**src/rtl/step_pkg.sv**
```systemverilog
// Shared types and default widths for the step scheduler.
// Holds the FSM state encoding and the default count/time widths.
package step_pkg;

  localparam int CNT_W_DEF  = 8;
  localparam int TIME_W_DEF = 32;

  typedef enum logic [1:0] {
    S_IDLE = 2'd0,
    S_RUN  = 2'd1,
    S_DONE = 2'd2
  } state_t;

endpackage

```
**src/rtl/rr_arb2.sv**
```systemverilog
// Combinational two-way round-robin pick.
// Ports: i_elig_a/i_elig_b eligibility, i_prio_b priority holder (0=A), o_pick_a/o_pick_b one-hot pick.
module rr_arb2 (
  input  logic i_elig_a,
  input  logic i_elig_b,
  input  logic i_prio_b,
  output logic o_pick_a,
  output logic o_pick_b
);

  // A lone eligible channel always wins; a tie goes to the priority holder.
  assign o_pick_a = i_elig_a & (~i_elig_b | ~i_prio_b);
  assign o_pick_b = i_elig_b & (~i_elig_a |  i_prio_b);

endmodule

```
**src/rtl/step_scheduler.sv**
```systemverilog
// Two-channel step scheduler: runs count_a/count_b steps with round-robin grants.
// Ports: start/count_a/count_b begin a run; req_a/req_b request steps; gnt_a/gnt_b/idx grant; time_cnt/busy/done status.
module step_scheduler
  import step_pkg::*;
#(
  parameter int CNT_W  = CNT_W_DEF,
  parameter int TIME_W = TIME_W_DEF
) (
  input  logic              clk,
  input  logic              rst_n,
  input  logic              start,
  input  logic [CNT_W-1:0]  count_a,
  input  logic [CNT_W-1:0]  count_b,
  input  logic              req_a,
  input  logic              req_b,
  output logic              gnt_a,
  output logic              gnt_b,
  output logic [CNT_W-1:0]  idx,
  output logic [TIME_W-1:0] time_cnt,
  output logic              busy,
  output logic              done
);

  state_t             r_state;
  state_t             w_state_nxt;
  logic [CNT_W-1:0]   r_cnt_a;
  logic [CNT_W-1:0]   r_cnt_b;
  logic [CNT_W-1:0]   r_iss_a;
  logic [CNT_W-1:0]   r_iss_b;
  logic [CNT_W-1:0]   r_idx;
  logic [TIME_W-1:0]  r_time;
  logic               r_prio_b;
  logic               r_gnt_a;
  logic               r_gnt_b;

  logic               w_run;
  logic               w_elig_a;
  logic               w_elig_b;
  logic               w_pick_a;
  logic               w_pick_b;
  logic [CNT_W-1:0]   w_iss_a_nxt;
  logic [CNT_W-1:0]   w_iss_b_nxt;
  logic               w_fin;

  assign w_run    = (r_state == S_RUN);
  assign w_elig_a = w_run & req_a & (r_iss_a < r_cnt_a);
  assign w_elig_b = w_run & req_b & (r_iss_b < r_cnt_b);

  rr_arb2 u_arb (
    .i_elig_a (w_elig_a),
    .i_elig_b (w_elig_b),
    .i_prio_b (r_prio_b),
    .o_pick_a (w_pick_a),
    .o_pick_b (w_pick_b)
  );

  assign w_iss_a_nxt = r_iss_a + CNT_W'(w_pick_a);
  assign w_iss_b_nxt = r_iss_b + CNT_W'(w_pick_b);
  // Completion counts the grant being issued this cycle.
  assign w_fin = (w_iss_a_nxt == r_cnt_a) && (w_iss_b_nxt == r_cnt_b);

  always_comb begin
    w_state_nxt = r_state;
    unique case (r_state)
      S_IDLE:  if (start) w_state_nxt = S_RUN;
      S_RUN:   if (w_fin) w_state_nxt = S_DONE;
      S_DONE:  w_state_nxt = S_IDLE;
      default: w_state_nxt = S_IDLE;
    endcase
  end

  always_ff @(posedge clk or negedge rst_n) begin
    if (!rst_n) begin
      r_state  <= S_IDLE;
      r_cnt_a  <= '0;
      r_cnt_b  <= '0;
      r_iss_a  <= '0;
      r_iss_b  <= '0;
      r_idx    <= '0;
      r_time   <= '0;
      r_prio_b <= 1'b0;
      r_gnt_a  <= 1'b0;
      r_gnt_b  <= 1'b0;
    end else begin
      r_state <= w_state_nxt;
      r_gnt_a <= w_pick_a;
      r_gnt_b <= w_pick_b;
      if (r_state == S_IDLE && start) begin
        r_cnt_a  <= count_a;
        r_cnt_b  <= count_b;
        r_iss_a  <= '0;
        r_iss_b  <= '0;
        r_time   <= '0;
        r_prio_b <= 1'b0;
      end
      if (w_run) begin
        r_iss_a <= w_iss_a_nxt;
        r_iss_b <= w_iss_b_nxt;
        r_time  <= r_time + 1'b1;
        if (w_pick_a) begin
          r_prio_b <= 1'b1;
          r_idx    <= r_iss_a;
        end else if (w_pick_b) begin
          r_prio_b <= 1'b0;
          r_idx    <= r_iss_b;
        end
      end
    end
  end

  assign gnt_a    = r_gnt_a;
  assign gnt_b    = r_gnt_b;
  assign idx      = r_idx;
  assign time_cnt = r_time;
  assign busy     = w_run;
  assign done     = (r_state == S_DONE);

endmodule

```
**config.mk**
```make
export PLATFORM = sky130hd
export DESIGN_NAME = step_scheduler
export DESIGN_NICKNAME = d
export VERILOG_FILES = /design/src/rtl/step_pkg.sv /design/src/rtl/rr_arb2.sv /design/src/rtl/step_scheduler.sv
export SDC_FILE = /design/constraint.sdc
export NUM_CORES = 1
export LEC_CHECK = 0
export ABC_AREA = 1
export CORE_ASPECT_RATIO = 0.8
export CORE_MARGIN = 3
export CORE_UTILIZATION = 45
export CTS_CLUSTER_SIZE = 20
export DETAILED_ROUTE_END_ITERATION = 6
export PLACE_DENSITY_LB_ADDON = 0.12
export SYNTH_ARGS = -nofsm -noshare
export SYNTH_HDL_FRONTEND = slang
export SYNTH_HIERARCHICAL = 1
export SYNTH_SLANG_ARGS = --single-unit
```
**constraint.sdc**
```tcl
create_clock -name clk -period 3.9 [get_ports clk]
set_input_delay 0.78 -clock clk [delete_from_list [all_inputs] [get_ports clk]]
set_output_delay 0.78 -clock clk [all_outputs]
set_load 0.01 [all_outputs]
```
; ---- Word-level counts from Yosys, hierarchy flattened
; Index checks and enable logic that the tools add are counted.
[totals]
output_inout_bits = 44
elab_cells = 53
in_bits = 21
reg_bits = 77
[classes]
reduce_logical = 7
order_cmp = 2
eq_ne = 6
bitwise = 11
n_mux = 14
add_sub_neg = 3
[op_table]
columns = cell, n
row1 = $mux 32, 2
row2 = $mux 8, 5
row3 = $add 32x1->32 const B, 1
row4 = $add 8x1->8, 2
row5 = $eq 8x8->1, 2
row6 = $lt 8x8->1, 2
row7 = $and 1x1->1, 6
row8 = $mux 1, 4
row9 = $mux 2, 2
row10 = $pmux 2 s2, 1
row11 = $reduce_and 2->1, 2
row12 = $reduce_bool 2->1, 2
row13 = $not 1->1, 3
row14 = $eq 2x1->1 const B, 1
row15 = $eq 2x2->1 const B, 1
row16 = $logic_and 1x1->1, 2
row17 = $logic_not 2->1, 1
row18 = $ne 2x1->1 const B, 1
row19 = $ne 2x2->1 const B, 1
row20 = $or 1x1->1, 2

; ---- Depth between registers and ports, before layout
; Gate-level depths: netlist of the first run.
[logic_depth]
depth_word = 11
ltp_mapped = 24
depth_no_buf = 24

; ---- By module
; The synthesis of the first run kept the hierarchy.
[by_module_without_submodules]
columns = mod, seq_area_each_um2, n_inst, cells_each, area_per_inst_um2
row1 = step_scheduler, 1926.8, 1, 580, 4488.1
row2 = rr_arb2, 0.0, 1, 5, 20.0

; ---- Worst setup path before layout of the first run
; OpenSTA, ideal clock, no wires.
[synth_timing]
path_kind = reg2reg
startpoint = reg r_state[1]
endpoint = reg r_state[0]
arrival_time_ps = 2570
synth_period_minus_slack_ps = 2700
required_time_ps = 3770
setup_time_ps = 130
path_stages_with_launch = 21
slack_ps = 1200
n_path_buf = 2
path_cell_list = dfrtp_1 > nor2_4 > buf_2 > buf_2 > nand3_1 > a31oi_1 > inv_1 > a21oi_1 > ha_1 > ha_1 > nand2_1 > inv_1 > nand3_1 > nand2_1 > nand3_1 > nand2_1 > nand3_1 > nor2_1 > nand2_1 > nand2_1 > nand2_1
[synth_between]
word_cells_on_any_way = 21
classes_between = 2 x add/sub / 5 x eq/ne / 1 x mux / 10 x bitwise / 3 x reduce/logical
[synth_rtl]
columns = item, line_no
row1 = start: declaration, step_scheduler.sv:24  ; state_t r_state;
row2 = start signal: assignment, step_scheduler.sv:85  ; r_state <= w_state_nxt;
row3 = $eq 2x1->1, step_scheduler.sv:45  ; assign w_run = (r_state == S_RUN);
row4 = $and 1x1->1 (2 in a row), step_scheduler.sv:46  ; assign w_elig_a = w_run & req_a & (r_iss_a < r_cnt_a);
row5 = named net w_elig_a, step_scheduler.sv:37  ; logic w_elig_a;
row6 = $and 1x1->1, rr_arb2.sv:12  ; assign o_pick_a = i_elig_a & (~i_elig_b | ~i_prio_b);
row7 = named net w_pick_a, step_scheduler.sv:39  ; logic w_pick_a;
row8 = $add 8x1->8, step_scheduler.sv:57  ; assign w_iss_a_nxt = r_iss_a + CNT_W'(w_pick_a);
row9 = $eq 8x8->1, step_scheduler.sv:60  ; assign w_fin = (w_iss_a_nxt == r_cnt_a) && (w_iss_b_nxt == r_cnt_b);
row10 = $logic_and 1x1->1, step_scheduler.sv:60
row11 = $ne 2x1->1 (no source line), --
row12 = $reduce_and 2->1 (no source line), --
; The timed path passes the listed nets, and every way through them passes these cells.
; A chain may end at the register's enable or synchronous reset.

; ---- Worst setup path in the final report of the first run
[layout_timing]
startpoint = reg r_iss_a[3]
endpoint = reg r_state[0]
[layout_between]
word_cells_on_any_way = 13
classes_between = 2 x add/sub / 1 x order compare / 3 x eq/ne / 5 x bitwise / 2 x reduce/logical
[layout_rtl]
columns = item, line_no
row1 = start: declaration, step_scheduler.sv:28  ; logic [CNT_W-1:0] r_iss_a;
row2 = start signal: assignment, step_scheduler.sv:97  ; r_iss_a <= w_iss_a_nxt;
row3 = $lt 8x8->1, step_scheduler.sv:46
row4 = $and 1x1->1, step_scheduler.sv:46
row5 = named net w_elig_a, step_scheduler.sv:37
row6 = $and 1x1->1, rr_arb2.sv:12
row7 = named net w_pick_a, step_scheduler.sv:39
row8 = $add 8x1->8, step_scheduler.sv:57
row9 = $eq 8x8->1, step_scheduler.sv:60
row10 = $logic_and 1x1->1, step_scheduler.sv:60
row11 = $ne 2x1->1 (no source line), --
row12 = $reduce_and 2->1 (no source line), --
; The timed path passes the listed nets, and every way through them passes these cells.

==> results of run 1 <==
## logic make-up (layout without fill, tap and decap cells)
| family | count (synthesis) | count (layout) |
|---|---|---|
| AND/OR/NAND/NOR | 298 | 298 |
| flip-flops | 77 | 77 |
| buffers and inverters | 86 | 154 |
| AO/OA/AOI/OAI | 91 | 91 |
| adder cells (fa/ha/maj) | 19 | 19 |
| XOR/XNOR | 8 | 8 |
| multiplexers | 6 | 6 |
## final cells by class
cell class,instances,area (µm²)
fillers,912,4131
inverters,69,259.0
clock inverters,1,5.005
flip-flops and latches,77,1927
clock buffers,14,274.0
multi-input cells,422,2240
well taps,136,170.2
repair buffers,70,683.2
## path summary, 6_finish.rpt
| check | start | to | slack (ns) | cells past startpoint |
|---|---|---|---|---|
| max | r_iss_a[3] | r_state[0] | 0.48 | 21 |
| min | time_cnt[16] | time_cnt[16] | 0.53 | 1 |
| max reg2reg | r_iss_a[3] | r_state[0] | 0.48 | 21 |
| min reg2reg | time_cnt[16] | time_cnt[16] | 0.53 | 1 |
| max in group asynchronous | rst_n | r_iss_b[7] | 2.64 | 1 |
| min in group asynchronous | rst_n | r_cnt_a[7] | 0.60 | 1 |
## report_power, final
| part | leakage [nW] | switching (mW) | internal (mW) | total [mW] |
|---|---|---|---|---|
| Clock | 0.139 | 0.319 | 0.479 | 0.798 |
| Sequential | 0.984 | 0.338 | 1.09 | 1.43 |
| Combinational | 1.42 | 1.02 | 0.765 | 1.78 |
## state kept, by name, indices dropped and copies added (netlist names)
name      count
time_cnt     32
idx           8
r_cnt_a       8
r_cnt_b       8
r_iss_a       8
r_iss_b       8
r_state       2
gnt_a         1
gnt_b         1
r_prio_b      1
## metrics by stage
stage | worst slack (ns) | total power [mW] | utilization, %
2_1_floorplan | 1.200 | 2.559 | -
3_3_place_gp | 0.6071 | 3.168 | 54.48
3_5_place_dp | 0.5002 | 3.198 | 54.48
4_1_cts | 0.5144 | 4.017 | 57.36
5_1_grt | 0.1830 | 4.366 | 57.36
6_report | 0.4811 | 4.005 | 57.36
## metal layers
metal  up-vias  wire length, µm  track usage (%)
li1       2070                -                -
met1      1890             5994            32.36
met2       117             4780            31.09
met3         6              764            6.050
met4         0               61            4.098
met5         -                0                0
## placed cells by master, fill, tap and decap left out, types with 3 or more instances in the layout
cell type and n:
a21oi_1 17, a22oi_1 3, inv_1 64, dfrtp_1 77
buf_4 7, mux2i_1 6, clkdlybuf4s50_1 63, clkbuf_16 9
nor3_1 4, nand2_2 3, nor4_1 5, o22ai_1 7
inv_2 4, nand3_1 58, nor2_4 5, o21ai_0 47
ha_1 19, a31oi_1 12, nand2_1 161, nor2_2 5
xor2_1 8, nor2_1 34, clkbuf_8 3, nand4_1 15
==> results.toml, run 1 <==
[status]
status = "finished, final reports clean"

[setup_path]
cp.buffers_inverters = 2
critPathSlowestCell = "dfrtp_1"
cp_max_fo = 9
worst_setup_path_end_kind = "flip-flop"
path_common_cell = "nand2_1"
cp_cell_sequence = "ha_1, a21oi_1, o21ai_0, nand3_1, nand2_1, a31oi_1, inv_1, a21oi_1, ha_1, ha_1, nand2_1, inv_1, nand3_1, nand2_1, nand3_1, nand2_1, nand3_1, nor2_1, nand2_1, nand2_1, nand2_1"
critPathRequiredTime_ns = 4.12
cp.arrival_ns = 3.64
cp-start-kind = "flip-flop"
crit_type = "flip-flop to flip-flop"
crit_family = "simple AND/OR/NAND/NOR gates"
cpPeakStageDelay_ns = 0.52

[sta]
fmax_mhz = 292.5
setup_viol = 0
fin_crit_sh_pct = 87.66
worst_slew_pin_slew_ns = 1.001
rsz0062_at_grt = "no"
setup_tns_ns = 0
slew_headroom_pct = 33.28
finalHoldViolations = 0
clock_skew_ns = 0.006478
fin_crit_ns = 3.419
slew_violations = 0
holdWs_ns = 0.5265

[logic_synthesis]
syn_inst = 585
ys_seq_area_share_pct = 42.74
synth_edf_count = 0
yosys-top-cells-area = "dfrtp_1, nand2_1, nand3_1"
syn_avg_cell_area_um2 = 7.706
synthMuxAreaShare_pct = 1.332
synthAdderAreaFrac_pct = 5.273
synth_top_area_share_pct = 42.74
synth_simple_gate_area_share_pct = 30.14
synth.most_common_cell = "nand2_1"
synth_commonest_cells = "nand2_1, dfrtp_1, inv_1"
synth_compound_area_share_pct = 11.38
synth_top_family_by_area = "simple AND/OR/NAND/NOR gates"
synth-warning-count = 6
synth_nets = 625
synth_largest_area_cell = "dfrtp_1"
synth-async-reset-ratio_pct = 100.0
ys.flop_type = "dfrtp_1"
syn_area_um2 = 4508
yosys.cell_types.count = 33
ys_ff_latch = 77
synth_xor_area_share_pct = 1.554

[clocking]
path_clk_slew_ns = 0.06
root_buffer = "clkbuf_16"
cts_resized = 0
cts_hold_buffers = 0
cts_setup_buffers = 0
h-tree-depth = 3
cts.sinks = 77
clock_path_buffers = 2
cts_tree = "yes"
numCtsBuffers = 9
clock_latency_ns = 0.34

[grt]
grt-ovfl-total = 0
grt_util_all_layers_pct = 21.56
grt_pass1_vias = 3786
grt_pass1_wl_um = 19260
antenna_found_initial = 0
grt_max_degree = 78

[floorplanning]
start_util_pct = 46.53
die-area_um2 = 11260
die_w_um = 117.9
num_rows = 32
ios = 65
core_area_um2 = 9689
die_y_um = 95.52

[cells_and_area]
layout-drive-gt1-share_pct = 6.891
syn2layout_area_growth_pct = 23.29
fin_nets = 689
diodes = 0
finalNonFillerCells = 789
fin_area_um2 = 5558

[routing]
firstDrtPassIters = 5
vias_per_cell = 5.175
drtIter0Drc = 279
drc = 0
wl_um = 11600
vias = 4083
postRouteAntennaNets = 0
wire_per_inst_um = 14.70

[power]
p_per_area_nw_per_um2 = 720.5
ir_worst_vdd_mv = 0.3692
p_leak_nw = 2.546

[placement]
port-buffer-count = 64
placed_cell_area_um2 = 5279
dp_cells = 774
place_congestion = 0.8461
dp_hpwl_um = 8275

[job]
maxCapViolCount = 0

[min_path]
min_path_type = "flip-flop to flip-flop"
Note: power is estimated with default switching activity, not from simulation.
==> run 2, diff against run 1 <==
- CORE_UTILIZATION: 45 -> 50
- CTS_BUF_LIST: default -> sky130_fd_sc_hd__clkbuf_8
==> run 2 against run 1 <==
The run now ends with design-rule violations left. Core utilization rose by 5.7 points. Power down 4.7%. Non-clock buffer count did not move. Final cell count down 3.0%. Via count increased by 3.6%. Hold slack barely moved. Final area shrank 2.1%. Clock skew barely moved. Worst setup slack improved by 0.044 ns. Die area down 9.4%. Largest cell class unchanged.
==> results.toml, run 2 (synthesis results as in run 1) <==
[routing]
postRouteAntennaNets = 0
vias = 4230
drc = 1
firstDrtPassIters = 7
drtIter0Drc = 306
vias_per_cell = 5.529
wire_per_inst_um = 15.13
wl_um = 11580

[sta]
rsz0062_at_grt = "no"
finalHoldViolations = 0
slew_headroom_pct = 34.35
setup_viol = 0
clock_skew_ns = 0.006395
fmax_mhz = 296.3
fin_crit_sh_pct = 86.54
worst_slew_pin_slew_ns = 0.9847
slew_violations = 0
fin_ws_ns = 0.5251
fin_crit_ns = 3.375
holdWs_ns = 0.5266
setup_tns_ns = 0

[floorplanning]
num_rows = 30
start_util_pct = 52.22
ios = 65
die-area_um2 = 10200
core_area_um2 = 8633
die_y_um = 90.93
die_w_um = 112.2

[setup_path]
critPathSlowestCell = "dfrtp_1"
path_common_cell = "nand2_1"
crit_type = "flip-flop to flip-flop"
cp.arrival_ns = 3.61
worst_setup_path_end_kind = "flip-flop"
critPathRequiredTime_ns = 4.14
crit_family = "simple AND/OR/NAND/NOR gates"
cp_cell_sequence = "ha_1, a21oi_1, o21ai_0, nand3_1, nand2_1, a31oi_1, nand2_1, nand2_1, ha_1, ha_1, nand3_1, o21ai_0, nand2_1, nand2_1, o21ai_0, nor2_1, nand2_1, nand2_1, nand2_1"
cp.buffers_inverters = 0
cp-start-kind = "flip-flop"
cpPeakStageDelay_ns = 0.48
cp_max_fo = 8

[cells_and_area]
finalNonFillerCells = 765
diodes = 0
final_core_util_pct = 63.03
largest_register_ffs = 32
fin_nets = 689
syn2layout_area_growth_pct = 20.70
fin_area_um2 = 5441
layout_commonest_cell = "nand2_1"
mostFrequentLayoutCells = "nand2_1, dfrtp_1, inv_1"
layout-drive-gt1-share_pct = 6.738

[power]
ir_worst_vdd_mv = 0.3435
p_leak_nw = 2.516
p_per_area_nw_per_um2 = 701.7
total_power_mw = 3.818

[placement]
placed_cell_area_um2 = 5249
dp_hpwl_um = 8375
dp_slack_ns = 0.3973
port-buffer-count = 64
place_congestion = 0.8803
dp_cells = 750

[clocking]
cts_resized = 0
clock_path_buffers = 2
cts_setup_buffers = 0
numCtsBuffers = 9
h-tree-depth = 3
root_buffer = "clkbuf_8"
path_clk_slew_ns = 0.07
cts.sinks = 77
clock_latency_ns = 0.36
cts_hold_buffers = 0
cts_tree = "yes"

[status]
status = "finished, violations left"
violations = "design-rule violations"

[min_path]
min_path_type = "flip-flop to flip-flop"

[grt]
grt_max_degree = 78
grt_pass1_vias = 3859
antenna_found_initial = 0
grt-ovfl-total = 0
grt_util_all_layers_pct = 23.23
grt_pass1_wl_um = 19210

[job]
maxCapViolCount = 0
-- run 2: routing by layer --
layer  track usage, %  vias up  routed length (µm)
met5                0        -                   0
met4            7.007        0                 201
met3            5.663       23                 848
met2            32.24      166                4931
met1            35.61     1972                5595
li1                 -     2069                   -
-- run 2: worst paths after layout --
kind | from | endpoint | slack [ns] | cells after the start
min in group asynchronous | rst_n | r_cnt_a[6] | 0.56 | 1
min reg2reg | time_cnt[22] | time_cnt[22] | 0.53 | 1
max reg2reg | r_iss_b[3] | r_state[0] | 0.53 | 19
max | r_iss_b[3] | r_state[0] | 0.53 | 19
max in group asynchronous | rst_n | r_iss_b[3] | 2.68 | 1
min | time_cnt[22] | time_cnt[22] | 0.53 | 1
-- run 2: area by class of cell --
type	instances	area [µm²]
inverters	69	259.0
well taps	112	140.1
fillers	790	3192
flip-flops and latches	77	1927
repair buffers	70	683.2
clock buffers	11	151.4
clock inverters	4	41.29
multi-input cells	422	2240
-- run 2: power breakdown --
part	leakage, nW	switching [mW]	internal (mW)
Clock	0.109	0.281	0.321
Combinational	1.42	1.02	0.767
Sequential	0.984	0.341	1.09
==> run 3, diff against run 2 <==
- MAX_ROUTING_LAYER: default -> met4
==> run 3 against run 2 <==
The run now ends clean. Final area did not move. Count of clock-buffer cells in the layout stayed put. Fmax up 0.51%. Sequential share of layout area stayed put. Via count about the same. Register-to-register slack improved by 0.02 ns. Flip-flop and latch count is the same. Largest cell class unchanged.
==> results.toml, run 3 (synthesis results as in run 1) <==
[cells_and_area]
fin_nets = 689
mostFrequentLayoutCells = "nand2_1, dfrtp_1, inv_1"
diodes = 0
fill_cells = 790
syn2layout_area_growth_pct = 20.70
layout-drive-gt1-share_pct = 6.738
largest_register_ffs = 32
layout_commonest_cell = "nand2_1"

[floorplanning]
num_rows = 30
core_area_um2 = 8633
die-area_um2 = 10200
die_w_um = 112.2
die_y_um = 90.93
ios = 65
start_util_pct = 52.22

[job]
maxCapViolCount = 0

[power]
p_leak_nw = 2.516
total_power_mw = 3.818
ir_worst_vdd_mv = 0.3474
p_per_area_nw_per_um2 = 701.6

[clocking]
cts.sinks = 77
root_buffer = "clkbuf_8"
cts_tree = "yes"
numCtsBuffers = 9
h-tree-depth = 3
path_clk_slew_ns = 0.07
clock_path_buffers = 2
cts_hold_buffers = 0
cts_resized = 0
clock_latency_ns = 0.36
cts_setup_buffers = 0

[sta]
worst_slew_pin_slew_ns = 0.9881
setup_tns_ns = 0
rsz0062_at_grt = "no"
fin_crit_ns = 3.358
slew_headroom_pct = 34.12
slew_violations = 0
finalHoldViolations = 0
clock_skew_ns = 0.008678
fmax_mhz = 297.8
setup_viol = 0
fin_crit_sh_pct = 86.10

[setup_path]
critPathRequiredTime_ns = 4.14
path_common_cell = "nand2_1"
cp-start-kind = "flip-flop"
cpPeakStageDelay_ns = 0.48
cp.arrival_ns = 3.60
critPathSlowestCell = "dfrtp_1"
worst_setup_path_end_kind = "flip-flop"
cp_max_fo = 8
cp_cell_sequence = "ha_1, a21oi_1, o21ai_0, nand3_1, nand2_1, a31oi_1, nand2_1, nand2_1, ha_1, ha_1, nand3_1, o21ai_0, nand2_1, nand2_1, o21ai_0, nor2_1, nand2_1, nand2_1, nand2_1"
crit_type = "flip-flop to flip-flop"
r2r_setup_slack_ns = 0.54

[routing]
vias_per_cell = 5.533
drc = 0
postRouteAntennaNets = 0
vias = 4233
wl_um = 11510
firstDrtPassIters = 5
wire_per_inst_um = 15.05
drtIter0Drc = 323

[grt]
grt_pass1_wl_um = 19240
grt_pass1_vias = 3860
grt_max_degree = 78
antenna_found_initial = 0
grt-ovfl-total = 0
grt_util_all_layers_pct = 23.91

[placement]
place_congestion = 0.8949
port-buffer-count = 64
dp_hpwl_um = 8375

[status]
status = "finished, final reports clean"

[min_path]
min_path_type = "flip-flop to flip-flop"
## run 3: path summary, 6_finish.rpt
kind / from / cells past startpoint / to
setup / recovery: r_iss_b[3] / 19 / r_state[0]
hold / removal: time_cnt[22] / 1 / time_cnt[22]
setup reg to reg: r_iss_b[3] / 19 / r_state[0]
hold reg to reg: time_cnt[22] / 1 / time_cnt[22]
max in group asynchronous: rst_n / 1 / r_iss_b[3]
min in group asynchronous: rst_n / 1 / r_cnt_a[6]
## run 3: area by class of cell
cell class	instances	area (µm²)	share of cell area [%]
clock inverter	4	41.29	0.7588
multi-input combinational	422	2240	41.16
inverter	69	259.0	4.760
sequential	77	1927	35.41
timing repair buffer	70	683.2	12.55
tap	112	140.1	2.575
clock buffer	11	151.4	2.782
## run 3: per-stage QoR
stage                     cell area [µm²]  utilization (%)  instances  hold slack (ns)  setup slack, ns
after global routing                 5441            63.03        765           0.5571           0.1803
after global placement               5249            60.80        750           0.5170           0.4524
after floorplan                      4508                -        585           0.4668            1.200
after detailed placement             5249            60.80        750           0.5200           0.3973
final                                5441            63.03        765           0.5266           0.5421
after CTS                            5441            63.03        765           0.5292           0.5535
## run 3: routing by layer
metal | wire [µm] | share of wire (%) | global-route usage (%)
met5 | 0 | 0 | -
met3 | 877 | 7.6 | 5.596
met1 | 5574 | 48 | 35.78
met4 | 189 | 1.6 | 7.007
met2 | 4869 | 42 | 32.14
## run 3: report_power, final
part / internal [mW] / switching [mW]
Sequential: 1.09 / 0.340
Combinational: 0.767 / 1.02
Clock: 0.321 / 0.284
## run 3: critical path: cells and delay by family, from the launching register on
kind	cells	cell delay [ns]
AND/OR/NAND/NOR	11	1.06
flip-flops	1	0.48
AO/OA/AOI/OAI	5	0.91
adder cells (fa/ha/maj)	3	0.80
